--- config.mk ---
export PLATFORM = sky130hd
export DESIGN_NAME = dmem_arbiter
export DESIGN_NICKNAME = d
export VERILOG_FILES = /design/src/rtl/dmem_pkg.sv /design/src/rtl/dmem_starve_ctr.sv /design/src/rtl/dmem_arbiter.sv
export SDC_FILE = /design/constraint.sdc
export NUM_CORES = 1
export LEC_CHECK = 0
export CELL_PAD_IN_SITES_DETAIL_PLACEMENT = 1
export CELL_PAD_IN_SITES_GLOBAL_PLACEMENT = 1
export CORE_AREA = 2 2 162 164
export CTS_BUF_LIST = sky130_fd_sc_hd__clkbuf_8
export DETAILED_ROUTE_END_ITERATION = 16
export DIE_AREA = 0 0 164 166
export GPL_TIMING_DRIVEN = 0
export PLACE_DENSITY_LB_ADDON = 0.1
export SLEW_MARGIN = 20
export SYNTH_ARGS = -nofsm -noshare
export SYNTH_HDL_FRONTEND = slang
export SYNTH_SLANG_ARGS = --single-unit
--- constraint.sdc ---
create_clock -name clk_i -period 1.9 [get_ports clk_i]
set_clock_uncertainty 0.2 [all_clocks]
set_input_delay 0.38 -clock clk_i [delete_from_list [all_inputs] [get_ports clk_i]]
set_output_delay 0.38 -clock clk_i [all_outputs]
set_load 0.02 [all_outputs]
--- src/rtl/dmem_pkg.sv ---
// Shared types for the data-memory arbiter.
package dmem_pkg;

  // Transaction sequencer states
  typedef enum logic [1:0] {
    IDLE      = 2'd0,
    GRANT_CPU = 2'd1,
    GRANT_DMA = 2'd2,
    DONE      = 2'd3
  } state_e;

  // Owner of the transaction currently in flight
  typedef enum logic {
    OWN_CPU = 1'b0,
    OWN_DMA = 1'b1
  } owner_e;

endpackage

--- src/rtl/dmem_starve_ctr.sv ---
// Saturating count of CPU grants made while the DMA port was waiting.
module dmem_starve_ctr #(
  parameter int unsigned MAX = 4
) (
  input  logic clk_i,
  input  logic rst_i,
  input  logic clr,
  input  logic inc,
  output logic at_max
);

  localparam int unsigned CW = $clog2(MAX + 1);

  logic [CW-1:0] cnt_q;

  assign at_max = (cnt_q == CW'(MAX));

  // Clear has priority; increment stops at MAX
  always_ff @(posedge clk_i or negedge rst_i) begin
    if (!rst_i) begin
      cnt_q <= '0;
    end else if (clr) begin
      cnt_q <= '0;
    end else if (inc && !at_max) begin
      cnt_q <= cnt_q + CW'(1);
    end
  end

endmodule

--- src/rtl/dmem_arbiter.sv ---
// Arbitrates the single-port data memory between the CPU MEM stage and a DMA master.
module dmem_arbiter
  import dmem_pkg::*;
#(
  parameter int unsigned AW         = 32,
  parameter int unsigned DW         = 32,
  parameter int unsigned STARVE_MAX = 4
) (
  input  logic          clk_i,
  input  logic          rst_i,
  input  logic          cpu_req_i,
  input  logic          cpu_we_i,
  input  logic [AW-1:0] cpu_addr_i,
  input  logic [DW-1:0] cpu_wdata_i,
  output logic [DW-1:0] cpu_rdata_o,
  output logic          cpu_ack_o,
  output logic          cpu_stall_o,
  input  logic          dma_req_i,
  input  logic          dma_we_i,
  input  logic [AW-1:0] dma_addr_i,
  input  logic [DW-1:0] dma_wdata_i,
  output logic [DW-1:0] dma_rdata_o,
  output logic          dma_ack_o,
  output logic          mem_req_o,
  output logic          mem_we_o,
  output logic [AW-1:0] mem_addr_o,
  output logic [DW-1:0] mem_wdata_o,
  input  logic [DW-1:0] mem_rdata_i,
  input  logic          mem_ack_i
);

  state_e state_q, state_d;
  owner_e owner_q;
  logic   grant_cpu_c, grant_dma_c, finish_c;
  logic   starve_clr_c, starve_inc_c, starve_at_max;

  dmem_starve_ctr #(.MAX(STARVE_MAX)) u_starve (
    .clk_i  (clk_i),
    .rst_i  (rst_i),
    .clr    (starve_clr_c),
    .inc    (starve_inc_c),
    .at_max (starve_at_max)
  );

  // Pipeline stalls while its request is outstanding, released in the ack cycle
  assign cpu_stall_o = cpu_req_i & ~cpu_ack_o;

  // Next-state and arbitration decisions
  always_comb begin
    state_d      = state_q;
    grant_cpu_c  = 1'b0;
    grant_dma_c  = 1'b0;
    finish_c     = 1'b0;
    starve_clr_c = 1'b0;
    starve_inc_c = 1'b0;
    case (state_q)
      IDLE: begin
        starve_clr_c = ~dma_req_i;
        if (cpu_req_i && !(dma_req_i && starve_at_max)) begin
          grant_cpu_c  = 1'b1;
          starve_inc_c = dma_req_i;
          state_d      = GRANT_CPU;
        end else if (dma_req_i) begin
          grant_dma_c  = 1'b1;
          starve_clr_c = 1'b1;
          state_d      = GRANT_DMA;
        end
      end
      GRANT_CPU, GRANT_DMA: begin
        if (mem_ack_i) begin
          finish_c = 1'b1;
          state_d  = DONE;
        end
      end
      DONE:    state_d = IDLE;
      default: state_d = IDLE;
    endcase
  end

  // State, latched memory command, read data and ack pulses
  always_ff @(posedge clk_i or negedge rst_i) begin
    if (!rst_i) begin
      state_q     <= IDLE;
      owner_q     <= OWN_CPU;
      mem_req_o   <= 1'b0;
      mem_we_o    <= 1'b0;
      mem_addr_o  <= '0;
      mem_wdata_o <= '0;
      cpu_rdata_o <= '0;
      dma_rdata_o <= '0;
      cpu_ack_o   <= 1'b0;
      dma_ack_o   <= 1'b0;
    end else begin
      state_q   <= state_d;
      cpu_ack_o <= 1'b0;
      dma_ack_o <= 1'b0;
      if (grant_cpu_c) begin
        owner_q     <= OWN_CPU;
        mem_req_o   <= 1'b1;
        mem_we_o    <= cpu_we_i;
        mem_addr_o  <= cpu_addr_i;
        mem_wdata_o <= cpu_wdata_i;
      end else if (grant_dma_c) begin
        owner_q     <= OWN_DMA;
        mem_req_o   <= 1'b1;
        mem_we_o    <= dma_we_i;
        mem_addr_o  <= dma_addr_i;
        mem_wdata_o <= dma_wdata_i;
      end
      if (finish_c) begin
        mem_req_o <= 1'b0;
        if (owner_q == OWN_CPU) begin
          cpu_ack_o <= 1'b1;
          if (!mem_we_o) cpu_rdata_o <= mem_rdata_i;
        end else begin
          dma_ack_o <= 1'b1;
          if (!mem_we_o) dma_rdata_o <= mem_rdata_i;
        end
      end
    end
  end

  // The granted requester must hold its request for the whole access
  cpu_req_held_a: assert property (@(posedge clk_i) disable iff (!rst_i)
    (state_q == GRANT_CPU) |-> cpu_req_i);
  dma_req_held_a: assert property (@(posedge clk_i) disable iff (!rst_i)
    (state_q == GRANT_DMA) |-> dma_req_i);

endmodule

* After elaboration in Yosys (flattened, before gate mapping)
Cells that the tools add are included.
** Storage, ports and cells
- Register bits :: 138
- Input port bits :: 167
- Output and inout port bits :: 133
- Logic and storage cells :: 68
** Cells by class
- Add/subtract/negate cells :: 1
- Equality and inequality tests :: 6
- Mux-type cells :: 32
- Bitwise operators :: 5
- Reduce and logical (&&, ||, !) cells :: 13
** Operators by type and width (count)
- 32-bit 2-to-1 mux :: 4
- 1-bit 2-to-1 mux :: 22
- 2-bit 2-to-1 mux :: 3
- 3-bit 2-to-1 mux :: 2
- 2-bit one-hot mux with 3 select lines :: 1
- 3-bit AND reduction :: 2
- 2-bit equality test, second input constant :: 2
- 1-bit NOT :: 4
- 2-bit nonzero test :: 2
- 3-bit by 1-bit adder with 3-bit output, second input constant :: 1
- 3-bit equality test, second input constant :: 1
- 1-bit logical AND :: 3
- 3-bit inequality test, second input constant :: 1
- 3-bit nonzero test :: 1
- 2-bit by 1-bit equality test with 1-bit output, second input constant :: 1
- 1-bit zero test :: 2
- 2-bit zero test :: 1
- 2-bit inequality test, second input constant :: 1
- 2-bit AND reduction :: 1
- 2-bit OR reduction :: 1
- 1-bit AND :: 1

* Logic depth before layout (Yosys ltp)
Gate-level depths: netlist (run 1).
- Depth in word-level cells :: 9
- Depth in mapped cells :: 8

* Modules after synthesis
A second synthesis (run 1) with hierarchy kept.
** Unflattened totals
- Cells, all modules :: 553
- Area, all modules :: 6108.4 sq um
** By module, submodules not included
- dmem_arbiter :: times used 1, cells an instance 535, area each 5910.7 sq um
- dmem_starve_ctr :: times used 1, cells an instance 18, area each 197.7 sq um

* Least setup slack after synthesis (run 1)
No wires, ideal clock.
- Kind :: reg-to-reg
- Start :: reg state_q[0]
- End :: reg cpu_rdata_o[0]
- Setup time :: 0.125 ns
- Arrival :: 1.516 ns
- Required time :: 1.575 ns
- Path slack :: 0.059 ns
- Cell stages (with the launch flop) :: 7
- Buffers on the path :: 1
- Cell sequence :: dfrtp_1 inv_1 ha_1 nand2_1 nor3_4 buf_4 mux2_2
** Between the ends
- Word-level cells in the longest chain between the ends :: 4
- Elaborated cells on any way between the ends :: 5
** RTL lines
- start, declared :: line dmem_arbiter.sv:32 : state_e state_q, state_d;
- start signal, assigned :: line dmem_arbiter.sv:94 : state_q <= state_d;
- 2-bit by 1-bit equality test with 1-bit output or 2-bit equality test (tied branches) :: line dmem_arbiter.sv:56 : case (state_q)
- 2-bit OR reduction (*) :: line dmem_arbiter.sv:56
- 1-bit 2-to-1 mux (*) :: line dmem_arbiter.sv:56
- 3-bit AND reduction (no line) (*)
- end signal, assigned :: line dmem_arbiter.sv:114 : if (!mem_we_o) cpu_rdata_o <= mem_rdata_i;
- end, declared :: line dmem_arbiter.sv:15 : output logic [DW-1:0] cpu_rdata_o,
Mark *: on every way between the ends. The rest lies on a longest branch, timed or not.
A chain may end at the register's enable or synchronous reset.

* Final worst setup path (run 1)
- Start :: reg state_q[0]
- End :: reg dma_rdata_o[18]
** Between the ends
- Word-level cells in the longest chain between the ends :: 4
- Elaborated cells on any way between the ends :: 5
** RTL lines
- 2-bit by 1-bit equality test with 1-bit output or 2-bit equality test (tied branches) :: line dmem_arbiter.sv:56
- 2-bit OR reduction (*) :: line dmem_arbiter.sv:56
- 1-bit 2-to-1 mux (*) :: line dmem_arbiter.sv:56
- 3-bit AND reduction (no line) (*)
- end signal, assigned :: line dmem_arbiter.sv:117 : if (!mem_we_o) dma_rdata_o <= mem_rdata_i;
- end, declared :: line dmem_arbiter.sv:22 : output logic [DW-1:0] dma_rdata_o,
Marks and branches as above.

==> summary.md, run 1 <==
| Metric | Value |
|---|---|
| Status | complete, but fails checks |
| Violated checks | negative setup slack |
| NetSw | a little under 7 mW |
| Logic pwr share | between 50% and 60% |
| Final Core Density | 40.6% |
| Gr ovfl total | 0 |
| Detail Route met2 WL | ~12 mm |
| Drt pass-1 iters | 4 |
| DIE HEIGHT | around 170 um |
| Metal-1 WL | between 10 and 15 mm |
| Period utilization | 105% |
| Worst Path Required | ~2 ns |
| Power Density | approximately 1600 nW/um^2 |
| Met3 routed WL | ~2.1 mm |
| Layout Cells excl Fill | approximately 1200 |
| Final hold vios | 0 |
| Iter 0 DRT Violations | between 100 and 150 |
| Hold Path Class | input port to flop |
| Synth area leaders | dfrtp_1 55%, o31ai_1 7.8%, mux2_4 7.2% |
| Reg power frac | around 31% |
| Sw Share | 41.9% |
| Critical Path AT | 2.12 ns |
| Final Wtd Congestion | approximately 0.81 |
| Static leakage | between 4 and 5 nW |
| Detail Route Antenna Nets | 0 |
| Final min period | approximately 2 ns |
| Endpoint class of the critical path | flop |
| CTS clk-pin slew, worst paths | 0.10 ns |
| Least-Margin Pin Slew | between 0.6 and 0.7 ns |
| Via density | between 4 and 5 |
| Final setup violation count | 46 |
| Final wirelength | 24.1 mm |
| CTS Buf Count | 17 |
| Post-synth top area share | 55.1% |
| CP max FO | 7 |
| Synth Warn # | 0 |
| EDFF count, synth | 0 |
| Initial Util | 24.5% |
| Clk_lat worst skew | 0.44 ns |
| Yosys cell types | 33 |
| Async SR Flop Fraction | 100% |
| Netlist Area Pre-Place | about 6300 um^2 |
| Initial antenna violation count | 0 |
| Register area share after synthesis | between 50% and 60% |
| Top Metal Used | met4 |
| Via Count | ~5800 |
| Clk sinks | around 140 |
| WS Path Type | flop to flop |
| WL/cell | 19.5 um |
| Cell count after placement | ~1200 |
| Largest net degree at the start of global routing | 89 |
| First-pass GRT wire length | roughly 37 mm |
| Main synth FF type | dfrtp_1 |
| DPL Wire Length | ~17 mm |
| Area grow syn2layout | 66.0% |
| Row cnt | roughly 60 |
| Setup ws final | -0.0936 ns |
| Gate count of the mapped netlist | between 500 and 600 |
| Root Buffer Master | clkbuf_8 |
| Port Buf Inserts | 297 |
| Antenna cells | 0 |
| Syn Area/Cell | between 10 and 15 um^2 |
| Cell-internal power | 9.58 mW |
| # DRC | 0 |
| Max cap viols | 0 |
| Commonest cells post-synth | 138 x dfrtp_1, 68 x nand2_1, 67 x a21oi_1, 65 x o31ai_1, 56 x o21ai_0 |
| RSZ-0062 raised after global routing | yes |
| Vias in the first global route | between 6000 and 7000 |
| Max VDD drop | around 0.00061 V |
| Core area | around 26000 um^2 |
| Most frequent cell after synthesis | dfrtp_1 |
| Share of cells above drive strength 1 | 20.6% |
| Worst slew margin | a little over half |
| Die X | roughly 160 um |
| Biggest area consumer among synthesized cells | dfrtp_1 |
| Final Power | 16.5 mW |
| CTS tree | done |
| Max Slew Vio Count | 0 |
| Fmax | 0.502 GHz |
| Longest Clk Path Bufs | 2 |
| Post-synthesis register bit count | 138 |
| Boundary pin count | 300 |
| H-Tree Depth | 4 |
| Clock power frac | 14.4% |
| NumNets Final | 1058 |
| Synth Net Count | around 730 |
| GRT Util Overall | about 18% |
| Die Area | around 27000 um^2 |
| Setup crit start kind | flop |
final timing paths:
| kind | startpoint | cells after the start | slack, ns | end |
|---|---|---|---|---|
| max | state_q[0] | 8 | -0.09 | dma_rdata_o[18] |
| min | cpu_req_i | 3 | 0.12 | u_starve.cnt_q[0] |
| max reg2reg | state_q[0] | 8 | -0.09 | dma_rdata_o[18] |
| min reg2reg | mem_addr_o[16] | 2 | 0.28 | mem_addr_o[16] |
| max in group asynchronous | rst_i | 3 | 0.41 | u_starve.cnt_q[2] |
| min in group asynchronous | rst_i | 2 | 0.35 | dma_rdata_o[10] |
per-stage QoR:
stage	cell area, um^2	worst slack [ns]	setup TNS (ns)	hold slack (ns)
floorplan	6270	0.0588	0	-0.116
global placement	9660	-5.69	-809.31	0.264
detailed placement	9690	-0.566	-32.83	0.253
CTS	10200	-0.0892	-3.40	0.0758
global route	10400	-0.131	-4.76	0.105
finish	10400	-0.0936	-2.99	0.122
final cells by class:
| type | count | area [um^2] |
|---|---|---|
| plain buffers | 50 | 414 |
| clock inverters | 14 | 130 |
| well taps | 335 | 419 |
| fillers | 2862 | 15200 |
| repair buffers | 316 | 3090 |
| inverters | 6 | 26.3 |
| multi-input cells | 359 | 2620 |
| flip-flops and latches | 138 | 3450 |
| clock buffers | 18 | 248 |
worst max-delay path, cell delays in order (launching register included):
cell and delay [ns]:
dfrtp_1 0.38, inv_2 0.06, ha_4 0.29, buf_6 0.10, and3_4 0.19, nand2b_4 0.06, buf_12 0.15, clkbuf_16 0.16
mux2_4 0.29
metal layers:
layer  GRT usage [%]  up-vias
met2            28.9      216
met3            6.02       22
li1                -     2679
met5               0        -
met4            4.39        0
met1            22.0     2866
power by group through the flow:
stage	Clock, mW	Sequential, mW	Combinational, mW
after floorplan	0	6.83	3.13
after global placement	0	5.18	8.93
after detailed placement	0	5.26	9.07
after CTS	2.47	5.18	8.71
after global routing	2.63	5.37	9.66
final	2.38	5.17	8.95
state kept, by name (all words and copies together), names as in the netlist:
register and count:
state_q 2, mem_addr_o 32, cpu_rdata_o 32, owner_q 1, mem_req_o 1, dma_rdata_o 32, u_starve.cnt_q 3, mem_we_o 1
cpu_ack_o 1, dma_ack_o 1, mem_wdata_o 32
what timing repair did:
action / CTS / global route
pin swaps: 2 / 2
endpoints found under the setup margin: 266 / 130
setup buffers: 11 / 2
gates cloned: 2 / 3
hold buffers: 1 / 0
hold endpoints to repair: 87 / 0
resized for setup: 186 / 53
cells by family after synthesis:
kind of cell / count (synthesis) / synth area share [%]
buffers and inverters: 58 / 5.41
adder cells (fa/ha/maj): 3 / 0.599
AO/OA/AOI/OAI: 208 / 19.7
multiplexers: 66 / 13.6
AND/OR/NAND/NOR: 82 / 5.55
flip-flops: 138 / 55.1
cell usage in the layout, fill, tap and decap left out, types with 11 or more instances in the layout:
| cell type | netlist | routed |
|---|---|---|
| clkdlybuf4s50_1 | 0 | 163 |
| dfrtp_1 | 138 | 138 |
| dlygate4sd2_1 | 0 | 131 |
| a21oi_1 | 67 | 67 |
| nand2_1 | 68 | 67 |
| o31ai_1 | 65 | 61 |
| mux2_4 | 30 | 50 |
| o21ai_0 | 56 | 48 |
| clkbuf_8 | 0 | 18 |
| o21ai_1 | 10 | 17 |
| buf_4 | 10 | 14 |
| mux2_2 | 33 | 14 |
| clkbuf_2 | 0 | 12 |
| buf_6 | 1 | 11 |
(Power assumes the default switching activity.)
==> run 2: changes to the inputs <==
- GPL_ROUTABILITY_DRIVEN: default -> 1
- GPL_TIMING_DRIVEN: 0 -> default
==> run 2 against run 1 <==
Net effect:
- critical path type unchanged
- the run still ends with negative setup slack left
- critical path depth did not move
- flip-flop and latch count did not move
- critical endpoint is now dma_rdata_o[0]
- setup slack got worse by 0.0021 ns
- largest cell class unchanged
- count of clock-buffer cells in the layout fell by 1
- via count fell by 0.33%
- sequential power barely moved
- clock power rose by 11%
- sequential share of layout area fell by 0.23 points
- wire length rose by 1.4%
- non-clock buffer count fell by 18
- global-route usage rose by 0.38 points
- cell count fell by 1.5%
==> summary.md, run 2 (synthesized netlist as in run 1, its figures left out) <==
| Metric | Value |
|---|---|
| Clk sinks | between 100 and 150 |
| Drt pass-1 iters | 4 |
| Root Buffer Master | clkbuf_8 |
| Initial antenna violation count | 0 |
| Commonest non-fill, non-tap cell in the layout | clkdlybuf4s50_1 |
| Clk_lat worst skew | between 0.4 and 0.5 ns |
| Crit path buf inv count | 4 |
| Initial Util | around a quarter |
| Area grow syn2layout | 67.3% |
| RSZ-0062 raised after global routing | yes |
| Final hold vios | 0 |
| Setup crit start kind | flop |
| CP max stage cell | dfrtp_1 |
| NumNets Final | 1040 |
| Max Slew Vio Count | 0 |
| Vias in the first global route | approximately 6300 |
| CTS Buf Count | 17 |
| Setup ws final | -0.0956 ns |
| Violated checks | negative setup slack |
| Period utilization | 105% |
| Cell Chain, Critical Path | inv_2, ha_4, buf_6, and3_4, nand2b_4, buf_12, clkbuf_16, mux2_4 |
| Largest net degree at the start of global routing | 67 |
| Critical Path AT | 2.13 ns |
| Worst stage delay on the critical path | 0.38 ns |
| Max VDD drop | between 0.0006 and 0.0007 V |
| Most frequent cells in the layout | 164 x clkdlybuf4s50_1, 137 x dfrtp_1, 132 x dlygate4sd2_1, 67 x a21oi_1, 67 x nand2_1 |
| Die Area | roughly 27000 um^2 |
| Final Wtd Congestion | roughly 0.76 |
| Gr ovfl total | 0 |
| Static leakage | around 4.8 nW |
| Final Power | 16.9 mW |
| Worst Path Required | 2.03 ns |
| Fillers | roughly 2800 |
| CTS clk-pin slew, worst paths | 0.09 ns |
| Multi-input gate area | 2650 um^2 |
| Die X | approximately 160 um |
| Share of cells above drive strength 1 | 18.6% |
| Via Count | roughly 5800 |
| Iter 0 DRT Violations | between 150 and 200 |
| GRT Max-Usage Layer | met2 |
| First-pass GRT wire length | approximately 38 mm |
| Final min period | 2.00 ns |
| Seq. cell area | around 3500 um^2 |
| Status | complete, but fails checks |
| Row cnt | 59 |
| Longest Clk Path Bufs | 2 |
| Endpoint class of the critical path | flop |
| Antenna cells | 0 |
| Top delay family on crit path | buffers and inverters |
| GRT Util Overall | between 10% and 20% |
| DPL Wire Length | 16.2 mm |
| Final Core Density | 40.9% |
| Via density | approximately 4.7 |
| Met3 usage in global routing | between 6 and 7% |
| Least-Margin Pin Slew | 0.822 ns |
| Power Density | between 1500 and 2000 nW/um^2 |
| WL/cell | about 20 um |
| # DRC | 0 |
| Met1 usage | between 20% and 30% |
| DIE HEIGHT | 166 um |
| H-Tree Depth | 4 |
| Boundary pin count | 300 |
| Final setup violation count | 20 |
| WS Path Type | flop to flop |
| Worst slew margin | a little under half |
| Fmax | 0.501 GHz |
| CP max FO | 4 |
| Final wirelength | approximately 24 mm |
| Port Buf Inserts | 299 |
| CTS tree | done |
| Core area | between 20000 and 30000 um^2 |
| Detail Route Antenna Nets | 0 |
| Max cap viols | 0 |
| Hold Path Class | input port to async pin |
| Met2 Resource Use GR | 29.1% |
run 2: cell count changes in the layout (fill, tap and decap cells not counted), sizes merged:
cell           previous run  this run
clkbuf                   41        19
clkdlybuf4s50           163       164
dlygate4sd2             131       132
buf                      46        48
clkinv                    3         2
inv                      13        14
clkdlybuf4s15             2         1
clkinvlp                  4         2
bufinv                    0         3
run 2: path summary, 6_finish.rpt:
kind | start | endpoint | slack (ns) | cells past startpoint
worst max-delay path | state_q[0] | dma_rdata_o[0] | -0.1 | 8
worst min-delay path | rst_i | dma_rdata_o[15] | 0.21 | 2
worst max register to register | state_q[0] | dma_rdata_o[0] | -0.1 | 8
worst min register to register | mem_addr_o[18] | mem_addr_o[18] | 0.28 | 2
max in group asynchronous | rst_i | cpu_rdata_o[22] | 0.74 | 3
min in group clk_i | mem_addr_o[18] | mem_addr_o[18] | 0.28 | 2
run 2: repair_timing:
action                     4_1_cts  5_1_grt
setup buffers                    7        8
hold buffers                     1        0
gates cloned                     6        2
pin swaps                        1        2
setup endpoints to repair      167      122
resized for setup              183       22
hold endpoints to repair        97        0
run 2: final cells by class:
type | count | share of cell area, %
Inverter | 6 | 0.215
Tap cell | 335 | 4.00
Clock buffer | 17 | 2.23
Timing Repair Buffer | 348 | 33.6
Multi-Input combinational cell | 359 | 25.3
Clock inverter | 15 | 1.80
Sequential cell | 138 | 32.9
run 2: layer usage:
layer	wire [um]	vias to the layer above
met3	2240	25
met2	11600	233
li1	-	2634
met1	10200	2872
met4	434	0
met5	0	-
run 2: worst reg2reg max path, stage by stage (launching register included):
cell,delay [ns]
dfrtp_1,0.38
inv_2,0.06
ha_4,0.28
buf_6,0.09
and3_4,0.19
nand2b_4,0.08
buf_12,0.15
clkbuf_16,0.16
mux2_4,0.30
run 2: per-stage QoR:
step	worst slack (ns)	hold WS [ns]	setup TNS (ns)	instance area (um^2)	instances
2_1_floorplan	0.0588	-0.116	0	6270	555
3_3_place_gp	-0.556	0.121	-35.71	9750	1166
3_5_place_dp	-0.502	0.131	-39.27	9750	1166
4_1_cts	-0.141	0.190	-3.57	10400	1212
5_1_grt	-0.131	0.215	-2.90	10500	1218
6_report	-0.0956	0.210	-1.41	10500	1218
run 2: power by group:
part	switching [mW]	internal, mW	leakage [nW]
clock	1.32	1.33	0.213
combinational	4.76	4.31	2.92
sequential	0.793	4.38	1.69
total	6.87	10.0	4.82
